### src/rtl/id_ex_operand_stage_if.sv
// Bundle of ID-side inputs, hazard controls, forwarding sources and ALU-facing outputs
// exchanged between the ID/EX operand stage and its neighbours.
interface id_ex_operand_stage_if #(
    parameter int DATA_W = 32
);
    logic              stall;
    logic              flush;
    logic              id_valid;
    logic [DATA_W-1:0] id_rs_data;
    logic [DATA_W-1:0] id_rt_data;
    logic [DATA_W-1:0] id_imm;
    logic [4:0]        id_rs;
    logic [4:0]        id_rt;
    logic [4:0]        id_rd;
    logic [1:0]        id_ALUOp;
    logic [5:0]        id_funct;
    logic [5:0]        id_ctrl;
    logic              exmem_we;
    logic [4:0]        exmem_rd;
    logic [DATA_W-1:0] exmem_data;
    logic              memwb_we;
    logic [4:0]        memwb_rd;
    logic [DATA_W-1:0] memwb_data;
    logic [DATA_W-1:0] entradaA;
    logic [DATA_W-1:0] entradaB;
    logic [3:0]        entradaControl;
    logic              ex_valid;
    logic [3:0]        ex_ctrl;
    logic [4:0]        ex_write_reg;
    logic [DATA_W-1:0] ex_store_data;
    logic              ex_illegal;

    // Upstream side: decode, hazard unit and later pipeline stages
    modport master (
        output stall, flush, id_valid, id_rs_data, id_rt_data, id_imm,
               id_rs, id_rt, id_rd, id_ALUOp, id_funct, id_ctrl,
               exmem_we, exmem_rd, exmem_data, memwb_we, memwb_rd, memwb_data,
        input  entradaA, entradaB, entradaControl, ex_valid, ex_ctrl,
               ex_write_reg, ex_store_data, ex_illegal
    );

    // The operand stage itself
    modport slave (
        input  stall, flush, id_valid, id_rs_data, id_rt_data, id_imm,
               id_rs, id_rt, id_rd, id_ALUOp, id_funct, id_ctrl,
               exmem_we, exmem_rd, exmem_data, memwb_we, memwb_rd, memwb_data,
        output entradaA, entradaB, entradaControl, ex_valid, ex_ctrl,
               ex_write_reg, ex_store_data, ex_illegal
    );
endinterface

### src/rtl/id_ex_operand_stage.sv
// ID/EX pipeline register feeding the ALU: latches decoded fields, decodes the ALU
// control code and forwards EX/MEM and MEM/WB results into the operands.
module id_ex_operand_stage #(
    parameter int DATA_W = 32
) (
    input logic                  clk,
    input logic                  reset_n,
    id_ex_operand_stage_if.slave bus
);

    typedef enum logic [3:0] {
        ALU_AND = 4'd0,
        ALU_OR  = 4'd1,
        ALU_ADD = 4'd2,
        ALU_SUB = 4'd6,
        ALU_SLT = 4'd7,
        ALU_NOR = 4'd12
    } aluCtrl_e;

    typedef struct packed {
        logic              valid;
        logic [DATA_W-1:0] rsData;
        logic [DATA_W-1:0] rtData;
        logic [DATA_W-1:0] imm;
        logic [4:0]        rs;
        logic [4:0]        rt;
        logic [4:0]        rd;
        logic [1:0]        aluOp;
        logic [5:0]        funct;
        logic [5:0]        ctrl;
    } idExReg_t;

    idExReg_t exReg;
    idExReg_t idFields;
    aluCtrl_e aluCtrl;
    logic     functIllegal;
    logic [DATA_W-1:0] rsForwarded;
    logic [DATA_W-1:0] rtForwarded;

    // A non-valid ID slot is captured as an all-zero bubble so nothing downstream acts on it
    always_comb begin
        idFields = '0;
        if (bus.id_valid) begin
            idFields.valid  = 1'b1;
            idFields.rsData = bus.id_rs_data;
            idFields.rtData = bus.id_rt_data;
            idFields.imm    = bus.id_imm;
            idFields.rs     = bus.id_rs;
            idFields.rt     = bus.id_rt;
            idFields.rd     = bus.id_rd;
            idFields.aluOp  = bus.id_ALUOp;
            idFields.funct  = bus.id_funct;
            idFields.ctrl   = bus.id_ctrl;
        end
    end

    // Flush beats stall; stall holds the whole register
    always_ff @(posedge clk or negedge reset_n) begin
        if (!reset_n) begin
            exReg <= '0;
        end else if (bus.flush) begin
            exReg <= '0;
        end else if (!bus.stall) begin
            exReg <= idFields;
        end
    end

    function automatic logic [DATA_W-1:0] forwardOperand(
        input logic [4:0]        idx,
        input logic [DATA_W-1:0] regVal,
        input logic              exWe,
        input logic [4:0]        exRd,
        input logic [DATA_W-1:0] exData,
        input logic              wbWe,
        input logic [4:0]        wbRd,
        input logic [DATA_W-1:0] wbData
    );
        logic [DATA_W-1:0] result;
        result = regVal;
        // The younger EX/MEM result wins; $zero is hardwired and never forwarded
        if (exWe && (exRd != 5'd0) && (exRd == idx)) begin
            result = exData;
        end else if (wbWe && (wbRd != 5'd0) && (wbRd == idx)) begin
            result = wbData;
        end
        return result;
    endfunction

    always_comb begin
        rsForwarded = forwardOperand(exReg.rs, exReg.rsData,
                                     bus.exmem_we, bus.exmem_rd, bus.exmem_data,
                                     bus.memwb_we, bus.memwb_rd, bus.memwb_data);
        rtForwarded = forwardOperand(exReg.rt, exReg.rtData,
                                     bus.exmem_we, bus.exmem_rd, bus.exmem_data,
                                     bus.memwb_we, bus.memwb_rd, bus.memwb_data);
    end

    // ALU control decode; unknown R-type functs fall back to add and raise the flag
    always_comb begin
        aluCtrl      = ALU_ADD;
        functIllegal = 1'b0;
        case (exReg.aluOp)
            2'b00: aluCtrl = ALU_ADD;
            2'b01: aluCtrl = ALU_SUB;
            2'b11: aluCtrl = ALU_OR;
            default: begin
                case (exReg.funct)
                    6'b100000: aluCtrl = ALU_ADD;
                    6'b100010: aluCtrl = ALU_SUB;
                    6'b100100: aluCtrl = ALU_AND;
                    6'b100101: aluCtrl = ALU_OR;
                    6'b100111: aluCtrl = ALU_NOR;
                    6'b101010: aluCtrl = ALU_SLT;
                    default: begin
                        aluCtrl      = ALU_ADD;
                        functIllegal = 1'b1;
                    end
                endcase
            end
        endcase
    end

    // ctrl layout: {ALUSrc, RegDst, RegWrite, MemRead, MemWrite, MemtoReg}
    assign bus.entradaA       = rsForwarded;
    assign bus.entradaB       = exReg.ctrl[5] ? exReg.imm : rtForwarded;
    assign bus.entradaControl = aluCtrl;
    assign bus.ex_valid       = exReg.valid;
    assign bus.ex_ctrl        = exReg.valid ? exReg.ctrl[3:0] : 4'd0;
    assign bus.ex_write_reg   = exReg.ctrl[4] ? exReg.rd : exReg.rt;
    assign bus.ex_store_data  = rtForwarded;
    assign bus.ex_illegal     = exReg.valid & functIllegal;

endmodule

### src/flat_wrapper.sv
// flat-port wrapper written by rule: the top's interface ports become plain ports
module id_ex_operand_stage_flat 
#(
    parameter int DATA_W = 32
)
  (clk, reset_n, bus_stall, bus_flush, bus_id_valid, bus_id_rs_data, bus_id_rt_data, bus_id_imm, bus_id_rs, bus_id_rt, bus_id_rd, bus_id_ALUOp, bus_id_funct, bus_id_ctrl, bus_exmem_we, bus_exmem_rd, bus_exmem_data, bus_memwb_we, bus_memwb_rd, bus_memwb_data, bus_entradaA, bus_entradaB, bus_entradaControl, bus_ex_valid, bus_ex_ctrl, bus_ex_write_reg, bus_ex_store_data, bus_ex_illegal);
  id_ex_operand_stage_if #(.DATA_W(DATA_W)) bus_i ();
  input logic clk;
  input logic reset_n;
  input wire logic [$bits(bus_i.stall)-1:0] bus_stall;
  input wire logic [$bits(bus_i.flush)-1:0] bus_flush;
  input wire logic [$bits(bus_i.id_valid)-1:0] bus_id_valid;
  input wire logic [$bits(bus_i.id_rs_data)-1:0] bus_id_rs_data;
  input wire logic [$bits(bus_i.id_rt_data)-1:0] bus_id_rt_data;
  input wire logic [$bits(bus_i.id_imm)-1:0] bus_id_imm;
  input wire logic [$bits(bus_i.id_rs)-1:0] bus_id_rs;
  input wire logic [$bits(bus_i.id_rt)-1:0] bus_id_rt;
  input wire logic [$bits(bus_i.id_rd)-1:0] bus_id_rd;
  input wire logic [$bits(bus_i.id_ALUOp)-1:0] bus_id_ALUOp;
  input wire logic [$bits(bus_i.id_funct)-1:0] bus_id_funct;
  input wire logic [$bits(bus_i.id_ctrl)-1:0] bus_id_ctrl;
  input wire logic [$bits(bus_i.exmem_we)-1:0] bus_exmem_we;
  input wire logic [$bits(bus_i.exmem_rd)-1:0] bus_exmem_rd;
  input wire logic [$bits(bus_i.exmem_data)-1:0] bus_exmem_data;
  input wire logic [$bits(bus_i.memwb_we)-1:0] bus_memwb_we;
  input wire logic [$bits(bus_i.memwb_rd)-1:0] bus_memwb_rd;
  input wire logic [$bits(bus_i.memwb_data)-1:0] bus_memwb_data;
  output wire logic [$bits(bus_i.entradaA)-1:0] bus_entradaA;
  output wire logic [$bits(bus_i.entradaB)-1:0] bus_entradaB;
  output wire logic [$bits(bus_i.entradaControl)-1:0] bus_entradaControl;
  output wire logic [$bits(bus_i.ex_valid)-1:0] bus_ex_valid;
  output wire logic [$bits(bus_i.ex_ctrl)-1:0] bus_ex_ctrl;
  output wire logic [$bits(bus_i.ex_write_reg)-1:0] bus_ex_write_reg;
  output wire logic [$bits(bus_i.ex_store_data)-1:0] bus_ex_store_data;
  output wire logic [$bits(bus_i.ex_illegal)-1:0] bus_ex_illegal;
  assign bus_i.stall = bus_stall;
  assign bus_i.flush = bus_flush;
  assign bus_i.id_valid = bus_id_valid;
  assign bus_i.id_rs_data = bus_id_rs_data;
  assign bus_i.id_rt_data = bus_id_rt_data;
  assign bus_i.id_imm = bus_id_imm;
  assign bus_i.id_rs = bus_id_rs;
  assign bus_i.id_rt = bus_id_rt;
  assign bus_i.id_rd = bus_id_rd;
  assign bus_i.id_ALUOp = bus_id_ALUOp;
  assign bus_i.id_funct = bus_id_funct;
  assign bus_i.id_ctrl = bus_id_ctrl;
  assign bus_i.exmem_we = bus_exmem_we;
  assign bus_i.exmem_rd = bus_exmem_rd;
  assign bus_i.exmem_data = bus_exmem_data;
  assign bus_i.memwb_we = bus_memwb_we;
  assign bus_i.memwb_rd = bus_memwb_rd;
  assign bus_i.memwb_data = bus_memwb_data;
  assign bus_entradaA = bus_i.entradaA;
  assign bus_entradaB = bus_i.entradaB;
  assign bus_entradaControl = bus_i.entradaControl;
  assign bus_ex_valid = bus_i.ex_valid;
  assign bus_ex_ctrl = bus_i.ex_ctrl;
  assign bus_ex_write_reg = bus_i.ex_write_reg;
  assign bus_ex_store_data = bus_i.ex_store_data;
  assign bus_ex_illegal = bus_i.ex_illegal;
  id_ex_operand_stage #(.DATA_W(DATA_W)) u_core (.clk(clk), .reset_n(reset_n), .bus(bus_i));
endmodule
### config.mk
export PLATFORM = sky130hd
export DESIGN_NAME = id_ex_operand_stage_flat
export DESIGN_NICKNAME = d
export VERILOG_FILES = /design/src/rtl/id_ex_operand_stage_if.sv /design/src/rtl/id_ex_operand_stage.sv /design/src/flat_wrapper.sv
export SDC_FILE = /design/constraint.sdc
export NUM_CORES = 1
export LEC_CHECK = 0
export BUFFER_PORTS_ARGS = -buffer_cell sky130_fd_sc_hd__buf_4
export CORE_ASPECT_RATIO = 0.7
export CORE_UTILIZATION = 48
export CTS_CLUSTER_SIZE = 40
export DETAILED_ROUTE_END_ITERATION = 8
export PLACE_DENSITY = 0.84
export SETUP_SLACK_MARGIN = 0.5
export SLEW_MARGIN = 0
export SYNTH_ARGS = -nofsm -noshare
export SYNTH_HDL_FRONTEND = slang
export SYNTH_SLANG_ARGS = --single-unit
### constraint.sdc
create_clock -name clk -period 6 [get_ports clk]
set_input_delay 0.3 -clock clk [delete_from_list [all_inputs] [get_ports clk]]
set_output_delay 0.3 -clock clk [all_outputs]
set_load 0.1 [all_outputs]
# == Yosys cells after proc, flatten, opt, wreduce, memory -nomap -nowiden ==
# Index checks and enable logic that the tools add are counted.
# word_totals
register_bits,126
output_inout_bits,111
wordCells,49
# classes
eq_ne,13
muxes,14
bitwise_logic,1
reduce_logical,11
# op_table
op,count
126-bit two-way mux,3
32-bit two-way mux,5
"6-bit equality test, second input constant",6
5-bit equality test,4
4-bit one-hot mux with 5 select lines,1
4-bit one-hot mux with 3 select lines,1
5-bit nonzero test,2
1-bit logical AND,6
6-bit OR reduction,1
5-bit two-way mux,1
4-bit two-way mux,1
3-bit OR reduction,1
"2-bit by 1-bit equality test with 1-bit output, second input constant",1
"2-bit equality test, second input constant",1
2-bit logical NOT,1
1-bit two-way mux,2
"2-bit by 1-bit != test with 1-bit output, second input constant",1
1-bit bitwise AND,1

# == Depth between registers and ports, before layout ==
# logic_depth
word_depth,6
ltp_mapped,8
depth_no_buf,5

# == Least setup slack after synthesis ==
# No wires, ideal clock.
# synth_timing
kind,register to output
startpoint,reg u_core.exReg[23] in the netlist's numbering
endpoint,out bus_entradaB[31]
arrival_ns,3.842
t_required_ns,5.700
setup_slack_ns,1.858
path_stages_with_launch,8
path_cell_list,dfrtp_1 > xnor2_1 > nand3_1 > or4_1 > buf_2 > nor2b_1 > buf_6 > a221oi_1
# synth_between
elab_chain_cells,5
# synth_rtl
element,line_no,rtl
from (decl),id_ex_operand_stage.sv:33,idExReg_t exReg;
from (signal assigned),id_ex_operand_stage.sv:64,exReg <= idFields;
5-bit equality test,id_ex_operand_stage.sv:83,end else if (wbWe && (wbRd != 5'd0) && (wbRd == idx)) begin
1-bit logical AND,id_ex_operand_stage.sv:83,
32-bit two-way mux,id_ex_operand_stage.sv:83,
32-bit two-way mux *,id_ex_operand_stage.sv:81,if (exWe && (exRd != 5'd0) && (exRd == idx)) begin
32-bit two-way mux *,id_ex_operand_stage.sv:125,assign bus.entradaB = exReg.ctrl[5] ? exReg.imm : rtForwarded;
to (decl),flat_wrapper.sv:29,output wire logic [$bits(bus_i.entradaB)-1:0] bus_entradaB;
# Every way passes the cells marked *; elsewhere a longest branch is shown, timed or not.

# == Final worst setup path ==
# layout_timing
startpoint,in bus_exmem_rd[0]
endpoint,out bus_entradaB[31]
# layout_between
elab_chain_cells,5
# layout_rtl
element,line_no,rtl
from (decl),flat_wrapper.sv:23,input wire logic [$bits(bus_i.exmem_rd)-1:0] bus_exmem_rd;
5-bit nonzero test,id_ex_operand_stage.sv:81,
1-bit logical AND,id_ex_operand_stage.sv:81,
1-bit logical AND *,id_ex_operand_stage.sv:81,
32-bit two-way mux *,id_ex_operand_stage.sv:81,
32-bit two-way mux *,id_ex_operand_stage.sv:125,
# Marks and branches as above.

==> flow_metrics.env <==
export IMPL_outcome="finished, final reports clean"
export IMPL_final_util_pct=71.35
export IMPL_die_w_um=146.2
export IMPL_clk_pin_slew_worst_paths_ps=60
export IMPL_tns_ps=0
export IMPL_cts_resized=0
export IMPL_slew_violations=0
export IMPL_start_util_pct=49.69
export IMPL_syn_to_final_growth_pct=43.59
export IMPL_ys_warn_count=0
export IMPL_crit_type="in2out"
export IMPL_grt_overflow_total=0
export IMPL_h_tree_depth=4
export IMPL_required_ps=5700
export IMPL_cp_max_fo=97
export IMPL_dr_pass1_iters=5
export IMPL_hold_violations=0
export IMPL_fmax_mhz=247.6
export IMPL_num_nets_final=1152
export IMPL_regArea_mm2=0.003157
export IMPL_groute_usage_overall_pct=30.48
export IMPL_synth_fp_nets=874
export IMPL_worst_pin_slew_ps=1163
export IMPL_num_rows=36
export IMPL_die_area_mm2=0.01504
export IMPL_crit_arrival_ps=3740
export IMPL_grt_pass1_vias=6207
export IMPL_via_per_inst=5.770
export IMPL_vias=6630
export IMPL_seq_area_frac_synth_pct=45.15
export IMPL_hold_class="in2async"
export IMPL_cts_hold_buf=0
export IMPL_postCtsSetupRepairBufs=0
export IMPL_synth_cell_types=33
export IMPL_drc=0
export IMPL_detail_route_iter0_violations=500
export IMPL_p_leak_nw=4.979
export IMPL_synth_most_common_cell="dfrtp_1"
export IMPL_syn_inst=668
export IMPL_cts_buffers=17
export IMPL_fin_area_mm2=0.01003
export IMPL_maxCapViolations=0
export IMPL_clock_sinks=126
export IMPL_antenna_diode_count=0
export IMPL_synth_top_area_share_pct=45.15
export IMPL_synth_largest_area_cell="dfrtp_1"
export IMPL_yosys_register_bits=126
export IMPL_async_flop_share_pct=100.0
export IMPL_grt_max_degree=98
export IMPL_syn_area_mm2=0.006983
export IMPL_setup_ws_ps=1962
export IMPL_io_buffers=316
export IMPL_hpwl_mm=16.07
export IMPL_antenna_found_initial=0
export IMPL_multiInputGateArea_mm2=0.003448
export IMPL_dp_cells=1117
export IMPL_final_cells=1149
export IMPL_place_ws_ps=2013
export IMPL_wire_per_inst_um=20.23
export IMPL_yosys_top_cells_area="dfrtp_1, a22o_1, mux2i_1"
export IMPL_cp_start_kind="input pin"
export IMPL_io_pins=317
export IMPL_synth_common_cells="dfrtp_1, a22o_1, mux2i_1, clkbuf_1, a21oi_1"
export IMPL_relSlewSlack_pct=22.49
export IMPL_gp_congestion=0.9032
export IMPL_rsz0062_at_grt="false"
export IMPL_pwr_density_cell_mw_per_mm2=272.0
export IMPL_drive_gt1_share_pct=41.50
export IMPL_nFillCells=1074
export IMPL_drt_total_wl_mm=23.24
export IMPL_ys_flop_type="dfrtp_1"
export IMPL_fin_skew_ps=0
export IMPL_clk_latency_ps=410
export IMPL_vdd_ir_drop_max_v=0.0001586
export IMPL_ctsRootBufferMaster="clkbuf_16"
export IMPL_cts_tree="built"
export IMPL_placed_area_mm2=0.009395
export IMPL_period_share_pct=67.30
export IMPL_fp_dieH_um=102.9
export IMPL_period_needed_ps=4038
export IMPL_worstSetupEndpointType="primary output"
export IMPL_coreArea_mm2=0.01405
export IMPL_ctsLongestPathBuffers=2
export IMPL_whs_ps=70.14
export IMPL_grt_first_pass_wirelength_mm=34.77
export IMPL_ant_nets=0
export IMPL_synth_avg_cell_area_um2=10.45
export IMPL_setup_viol=0
export IMPL_synth_edf_count=0
export IMPL_p_total_mw=2.727
## per-layer routing
metal  wire length (um)  vias to the layer above  GRT usage [%]
met1               9836                     3230          40.47
met3               1992                       29          7.699
met2              11030                      330          49.30
met4                377                        0          10.26
li1                   -                     3041              -
met5                  0                        -              0
## worst max-delay path: stages
cell and delay (ps):
buf_4 130, or4_1 510, o21ai_1 270, or4_4 830
nor2b_4 730, buf_4 460, a221oi_1 140, buf_4 300
## area by class of cell
class | instances | area share [%]
tap | 190 | 2.371
clock buffer | 19 | 4.417
multi-input combinational | 444 | 34.39
timing repair buffer | 323 | 24.18
sequential | 126 | 31.48
clock inverter | 13 | 1.884
inverter | 34 | 1.273
## kinds of logic (layout without fill, tap and decap cells)
| family | Yosys count | in the layout | share of synthesized area (%) |
|---|---|---|---|
| AOI/OAI and AO/OA | 232 | 232 | 27.93 |
| xor gates and xnor gates | 20 | 20 | 2.508 |
| buffers and inverters | 98 | 389 | 6.074 |
| DFF | 126 | 126 | 45.15 |
| muxes | 70 | 70 | 10.14 |
| and+or+nand+nor | 122 | 122 | 8.188 |
## registers in the layout, indices dropped and copies added (netlist names)
register             flops
u_core.exReg           125
u_core.bus.ex_valid      1
## power by group
part           internal (mW)  switching (mW)  total [mW]  leakage, nW
Clock                  0.708           0.390        1.10        0.304
Combinational          0.213           0.503       0.716         2.96
Sequential             0.882          0.0302       0.912         1.72
## placed cells by master, fill, tap and decap left out, types with 4 or more instances in the layout
cell type | Yosys | final
clkbuf_16 | 0 | 17
and2_1 | 4 | 4
nand2_1 | 34 | 34
nor3_1 | 34 | 34
a21oi_1 | 35 | 35
nor2_1 | 33 | 33
a221oi_2 | 30 | 30
bufinv_16 | 0 | 4
mux2i_1 | 64 | 64
clkinv_4 | 0 | 4
inv_1 | 34 | 34
a22o_1 | 125 | 125
dfrtp_1 | 126 | 125
mux2_2 | 6 | 6
buf_4 | 4 | 323
xor2_1 | 10 | 10
xnor2_1 | 10 | 10
o21ai_0 | 34 | 34
## final timing paths
kind / start / end / slack, ps / cells after the start
max: bus_exmem_rd[0] / bus_entradaB[31] / 1960 / 8
min: reset_n / u_core.exReg[70]$_DFFE_PN0P_ / 70 / 1
max reg2reg: u_core.exReg[5]$_DFFE_PN0P_ / u_core.exReg[5]$_DFFE_PN0P_ / 4650 / 1
min reg2reg: u_core.exReg[2]$_DFFE_PN0P_ / u_core.exReg[2]$_DFFE_PN0P_ / 500 / 1
max in group asynchronous: reset_n / u_core.exReg[112]$_DFFE_PN0P_ / 4730 / 2
min in group clk: bus_id_rt_data[15] / u_core.exReg[76]$_DFFE_PN0P_ / 100 / 2
Power figures use the tool's default switching activity.
